**config.mk**
```make
export PLATFORM = sky130hd
export DESIGN_NAME = led_sequence_player_flat
export DESIGN_NICKNAME = d
export VERILOG_FILES = /design/src/rtl/led_sequence_player_if.sv /design/src/rtl/led_sequence_player.sv /design/src/flat_wrapper.sv
export SDC_FILE = /design/constraint.sdc
export NUM_CORES = 1
export LEC_CHECK = 0
export CAP_MARGIN = 20
export CORE_MARGIN = 8
export CORE_UTILIZATION = 25
export DETAILED_ROUTE_END_ITERATION = 12
export SLEW_MARGIN = 20
export SYNTH_ARGS = -nofsm -noshare
export SYNTH_HDL_FRONTEND = slang
export SYNTH_SLANG_ARGS = --single-unit
```
**constraint.sdc**
```tcl
create_clock -name i_clk -period 5.35 [get_ports i_clk]
set_input_delay 0.8025 -clock i_clk [delete_from_list [all_inputs] [get_ports i_clk]]
set_output_delay 0.8025 -clock i_clk [all_outputs]
set_load 0.05 [all_outputs]
```
**src/rtl/led_sequence_player_if.sv**
```systemverilog
// Control/status bundle between the game FSM (master) and the LED sequence player (slave).
interface led_sequence_player_if #(
    parameter int MAX_LEN = 32,
    parameter int LEN_W   = $clog2(MAX_LEN + 1)
);
    logic                   i_start;
    logic                   i_abort;
    logic [1:0]             i_player;
    logic [2*MAX_LEN-1:0]   i_seq_p1;
    logic [2*MAX_LEN-1:0]   i_seq_p2;
    logic [LEN_W-1:0]       i_len;
    logic [3:0]             o_led;
    logic                   o_busy;
    logic                   o_done;
    logic [LEN_W-1:0]       o_step;

    modport master (
        output i_start, i_abort, i_player, i_seq_p1, i_seq_p2, i_len,
        input  o_led, o_busy, o_done, o_step
    );

    modport slave (
        input  i_start, i_abort, i_player, i_seq_p1, i_seq_p2, i_len,
        output o_led, o_busy, o_done, o_step
    );
endinterface

```
**src/rtl/led_sequence_player.sv**
```systemverilog
// Plays a snapshotted Simon colour sequence on four one-hot LEDs: each step is lit for
// ON_CYCLES, then blanked for OFF_CYCLES, followed by a single-cycle done pulse.
module led_sequence_player #(
    parameter int MAX_LEN    = 32,
    parameter int ON_CYCLES  = 40000000,
    parameter int OFF_CYCLES = 20000000,
    parameter int LEN_W      = $clog2(MAX_LEN + 1),
    parameter int CNT_W      = $clog2(((ON_CYCLES > OFF_CYCLES) ? ON_CYCLES : OFF_CYCLES) > 2 ?
                                      ((ON_CYCLES > OFF_CYCLES) ? ON_CYCLES : OFF_CYCLES) : 2)
) (
    input  logic                  i_clk,
    input  logic                  i_rst,
    led_sequence_player_if.slave  bus
);

    localparam int IDX_W = (MAX_LEN > 1) ? $clog2(MAX_LEN) : 1;

    typedef enum logic [1:0] {
        IDLE = 2'd0,
        ON   = 2'd1,
        OFF  = 2'd2,
        DONE = 2'd3
    } state_t;

    state_t                      state;
    logic [MAX_LEN-1:0][1:0]     seq_snap;
    logic [LEN_W-1:0]            len_snap;
    logic [CNT_W-1:0]            timer;
    logic [3:0]                  led;
    logic                        busy;
    logic                        done;
    logic [LEN_W-1:0]            step;

    logic [MAX_LEN-1:0][1:0]     sel_seq;
    logic [LEN_W-1:0]            eff_len;
    logic [LEN_W-1:0]            step_nxt;
    logic [IDX_W-1:0]            idx_nxt;

    function automatic logic [3:0] decode(input logic [1:0] code);
        case (code)
            2'b00:   decode = 4'b0001;
            2'b01:   decode = 4'b0010;
            2'b10:   decode = 4'b0100;
            default: decode = 4'b1000;
        endcase
    endfunction

    function automatic logic [LEN_W-1:0] clamp_len(input logic [LEN_W-1:0] len);
        clamp_len = (len > LEN_W'(MAX_LEN)) ? LEN_W'(MAX_LEN) : len;
    endfunction

    assign sel_seq  = (bus.i_player == 2'b01) ? bus.i_seq_p2 : bus.i_seq_p1;
    assign eff_len  = clamp_len(bus.i_len);
    assign step_nxt = step + LEN_W'(1);
    assign idx_nxt  = step_nxt[IDX_W-1:0];

    always_ff @(posedge i_clk) begin
        if (i_rst) begin
            state    <= IDLE;
            led      <= '0;
            busy     <= 1'b0;
            done     <= 1'b0;
            step     <= '0;
            timer    <= '0;
            seq_snap <= '0;
            len_snap <= '0;
        end else begin
            done <= 1'b0;
            case (state)
                IDLE: begin
                    led  <= '0;
                    busy <= 1'b0;
                    // Abort outranks start even while idle.
                    if (bus.i_start && !bus.i_abort) begin
                        seq_snap <= sel_seq;
                        len_snap <= eff_len;
                        step     <= '0;
                        timer    <= '0;
                        if (eff_len == '0) begin
                            state <= DONE;
                            done  <= 1'b1;
                        end else begin
                            state <= ON;
                            busy  <= 1'b1;
                            led   <= decode(sel_seq[0]);
                        end
                    end
                end
                ON: begin
                    if (bus.i_abort) begin
                        state <= IDLE;
                        led   <= '0;
                        busy  <= 1'b0;
                        timer <= '0;
                    end else if (timer == CNT_W'(ON_CYCLES - 1)) begin
                        state <= OFF;
                        led   <= '0;
                        timer <= '0;
                    end else begin
                        timer <= timer + CNT_W'(1);
                    end
                end
                OFF: begin
                    if (bus.i_abort) begin
                        state <= IDLE;
                        busy  <= 1'b0;
                        timer <= '0;
                    end else if (timer == CNT_W'(OFF_CYCLES - 1)) begin
                        timer <= '0;
                        if (step == len_snap - LEN_W'(1)) begin
                            state <= DONE;
                            busy  <= 1'b0;
                            done  <= 1'b1;
                        end else begin
                            state <= ON;
                            step  <= step_nxt;
                            led   <= decode(seq_snap[idx_nxt]);
                        end
                    end else begin
                        timer <= timer + CNT_W'(1);
                    end
                end
                DONE: begin
                    state <= IDLE;
                    led   <= '0;
                    busy  <= 1'b0;
                end
                default: begin
                    state <= IDLE;
                    led   <= '0;
                    busy  <= 1'b0;
                end
            endcase
        end
    end

    assign bus.o_led  = led;
    assign bus.o_busy = busy;
    assign bus.o_done = done;
    assign bus.o_step = step;

endmodule
```
**src/flat_wrapper.sv**
```systemverilog
// flat-port wrapper written by rule: the top's interface ports become plain ports
module led_sequence_player_flat 
#(
    parameter int MAX_LEN    = 32,
    parameter int ON_CYCLES  = 40000000,
    parameter int OFF_CYCLES = 20000000,
    parameter int LEN_W      = $clog2(MAX_LEN + 1),
    parameter int CNT_W      = $clog2(((ON_CYCLES > OFF_CYCLES) ? ON_CYCLES : OFF_CYCLES) > 2 ?
                                      ((ON_CYCLES > OFF_CYCLES) ? ON_CYCLES : OFF_CYCLES) : 2)
)
  (i_clk, i_rst, bus_i_start, bus_i_abort, bus_i_player, bus_i_seq_p1, bus_i_seq_p2, bus_i_len, bus_o_led, bus_o_busy, bus_o_done, bus_o_step);
  led_sequence_player_if #(.MAX_LEN(MAX_LEN), .LEN_W(LEN_W)) bus_i ();
  input  logic i_clk;
  input  logic i_rst;
  input wire logic [$bits(bus_i.i_start)-1:0] bus_i_start;
  input wire logic [$bits(bus_i.i_abort)-1:0] bus_i_abort;
  input wire logic [$bits(bus_i.i_player)-1:0] bus_i_player;
  input wire logic [$bits(bus_i.i_seq_p1)-1:0] bus_i_seq_p1;
  input wire logic [$bits(bus_i.i_seq_p2)-1:0] bus_i_seq_p2;
  input wire logic [$bits(bus_i.i_len)-1:0] bus_i_len;
  output wire logic [$bits(bus_i.o_led)-1:0] bus_o_led;
  output wire logic [$bits(bus_i.o_busy)-1:0] bus_o_busy;
  output wire logic [$bits(bus_i.o_done)-1:0] bus_o_done;
  output wire logic [$bits(bus_i.o_step)-1:0] bus_o_step;
  assign bus_i.i_start = bus_i_start;
  assign bus_i.i_abort = bus_i_abort;
  assign bus_i.i_player = bus_i_player;
  assign bus_i.i_seq_p1 = bus_i_seq_p1;
  assign bus_i.i_seq_p2 = bus_i_seq_p2;
  assign bus_i.i_len = bus_i_len;
  assign bus_o_led = bus_i.o_led;
  assign bus_o_busy = bus_i.o_busy;
  assign bus_o_done = bus_i.o_done;
  assign bus_o_step = bus_i.o_step;
  led_sequence_player #(.MAX_LEN(MAX_LEN), .ON_CYCLES(ON_CYCLES), .OFF_CYCLES(OFF_CYCLES), .LEN_W(LEN_W), .CNT_W(CNT_W)) u_core (.i_clk(i_clk), .i_rst(i_rst), .bus(bus_i));
endmodule
```
==> qor.yml <==
outcome: "complete, no violations"
slew_violations: 0
p_per_area_nw_per_um2: 307
overflow: 0
design.die.area_sq_um: 30300
clk_pin_slew_worst_paths_ns: 0.07
hold_start: "u_core.bus.o_led[3]$_SDFFE_PP0P_"
fin_skew_ns: 0.00914
die_h_um: 174
synth_area_sq_um: 6240
synth_top_family_by_area: "simple AND/OR/NAND/NOR gates"
htree_levels: 3
final_cell_area_sq_um: 8350
synth_xor_area_frac: 0.0546
power_leakage_nw: 2.77
ys.flop_type: "dfxtp_1"
hold_buffers: 0
port_buffers: 151
period_share: 0.542
antenna_found_initial: 1
grt_max_degree: 88
die-width_um: 174
cts_root_buffer: "clkbuf_16"
async_reset_ff_frac: 0
final_antenna_net_count: 0
ctsResizeCount: 0
dpl_cell_area_sq_um: 8010
synth_fa_ha_area_frac: 0.0140
cp-startpoint: "u_core.bus.o_step[1]$_SDFFE_PP0P_"
cts_setup_buffers: 0
crit_chain: "ha_1, buf_4, mux4_1, mux2_2, o22ai_2, o211ai_2, a221oi_2"
synth_fp_nets: 809
yosys.area_share.simple: 0.192
fp-row-count: 58
worst_pin_slew_ns: 0.980
regToRegStartpoint: "u_core.bus.o_step[1]$_SDFFE_PP0P_"
yosysUniqueCellTypes: 67
grt_pass1_vias: 5207
hold_viol_final: 0
slew-limit-headroom: 0.347
drive_gt1_frac: 0.0795
rsz0062_at_grt: "no"
num_vias: 5163
post-route-min-period_ns: 2.90
min_path_type: "register to register"
cp_slowest_cell: "ha_1"
nets: 934
criticalPathCategory: "register to register"
synth_seq_cells: 110
io_pins: 152
routed_wirelength_mm: 16.9
slowest_delay_ns: 0.63
finalSetupViolCount: 0
tns_ns: 0
clkLatencyLatePin_ns: 0.35
ys_seq_area_frac: 0.353
end_kind: "register"
initial_core_util: 0.251
synth_area_per_cell_sq_um: 9.42
area_growth_pct: 33.8
gp_congestion: 0.741
clock_path_buffers: 2
dp_hpwl_mm: 12.8
cp.arrival_ns: 3.17
synth_edf_count: 0
core_sq_um: 24800
cts_tree: "done"
dr.pass1.iters: 4
grt_pass1_wl_mm: 27.6
ir_worst_vdd_uv: 152
yosys-mux-area-fraction: 0.184
numCtsBuffers: 9
drtIter0Drc: 195
drc: 0
yosys_warnings: 0
grt_usage: 0.113
drv_cap: 0
synth_compound_area_frac: 0.159
cp-start-kind: "register"
synthCells: 662
fmax_mhz: 345
wl_per_cell_um: 15.0
cp.required_ns: 5.61
clkSinkCount: 110
antenna_cells: 0
post_drt_via_cell_ratio: 4.60
worstPathMaxFanout: 10
-- layout by cell type, fill, tap and decap left out, types with 7 or more instances in the layout --
cell type	instances
a211oi_1	69
a21oi_1	15
buf_4	7
clkbuf_16	9
clkdlybuf4s50_1	150
dfxtp_1	110
ha_1	7
inv_1	15
mux2i_1	71
mux4_1	7
mux4_2	9
nand2_1	28
nand2b_1	9
nand3_1	13
nand3b_1	7
nand4_1	9
nor2_1	106
nor2b_1	8
nor3_1	8
nor3b_1	7
o21ai_1	7
xnor2_1	20
xor2_1	12
-- per-layer routing --
metal  up-vias  GRT usage  wire, um
li1       2677          -         -
met1      2360      0.142      7780
met2       114      0.183      7990
met3        10     0.0369       882
met4         2     0.0267       197
met5         -          0        10
-- final cells by class --
class	count	area [sq um]
fillers	2606	16500
multi-input cells	492	3780
well taps	330	413
repair buffers	159	1590
inverters	15	56.3
flip-flops and latches	110	2200
clock inverters	5	52.6
clock buffers	11	253
-- power by group --
group | internal (W) | leakage, nW | switching, W
clock | 0.000352 | 0.147 | 0.000323
combinational | 0.000401 | 1.73 | 0.000489
sequential | 0.000936 | 0.898 | 0.0000619
total | 0.00169 | 2.77 | 0.000874
-- through the flow --
stage	total power, W	hold slack (ns)	worst slack [ns]	std cells	utilization
5_1_grt	0.00274	0.484	2.30	1122	0.336
3_5_place_dp	0.00191	0.459	1.85	1105	0.323
2_1_floorplan	0.00164	0.449	2.67	662	-
3_3_place_gp	0.00190	0.456	1.96	1105	0.323
6_report	0.00256	0.466	2.45	1122	0.336
4_1_cts	0.00260	0.470	2.23	1121	0.335
-- synthesized netlist by cell type, drive strengths merged (9+ instances only) --
master | n | area, sq um
nand4 | 9 | 56.3
nand2 | 28 | 105
mux2i | 71 | 711
nor2 | 106 | 398
xnor2 | 22 | 208
buf | 20 | 125
a211oi | 69 | 518
dfxtp | 110 | 2200
inv | 15 | 56.3
xor2 | 13 | 133
nor3 | 9 | 50.1
nand2b | 10 | 70.1
mux4 | 16 | 387
a21oi | 15 | 75.1
nor2b | 9 | 56.3
clkbuf | 25 | 93.8
nand3 | 14 | 75.1
o21ai | 10 | 61.3
-- sequential cells by signal, indices dropped and copies added, names as in the netlist --
register and flops:
u_core.state 2, u_core.bus.o_led 4, u_core.seq_snap 64, u_core.len_snap 6, u_core.timer 26, u_core.bus.o_busy 1
u_core.bus.o_done 1, u_core.bus.o_step 6
-- final timing paths --
path / slack, ns / end / cells after the start
hold / removal: 0.47 / u_core.bus.o_led[3]$_SDFFE_PP0P_ / 2
hold reg to reg: 0.47 / u_core.bus.o_led[3]$_SDFFE_PP0P_ / 2
setup reg to reg: 2.45 / u_core.bus.o_led[0]$_SDFFE_PP0P_ / 7
setup / recovery: 2.45 / u_core.bus.o_led[0]$_SDFFE_PP0P_ / 7
-- logic make-up (layout without fill, tap and decap cells) --
group / after synthesis / in the layout
simple gates: 230 / 230
compound gates: 129 / 129
flops: 110 / 110
mux: 91 / 91
buf+inv: 60 / 190
xor+xnor: 35 / 35
fa+ha+maj: 7 / 7
-- worst max-delay path, delay by kind of cell (launching register included) --
family                     cells  cell delay [ns]
muxes                          2             0.92
DFF                            1             0.39
buffers and inverters          1             0.31
adders and majority gates      1             0.63
AOI/OAI and AO/OA              3             0.53
Note: power is estimated with default switching activity, not from simulation.
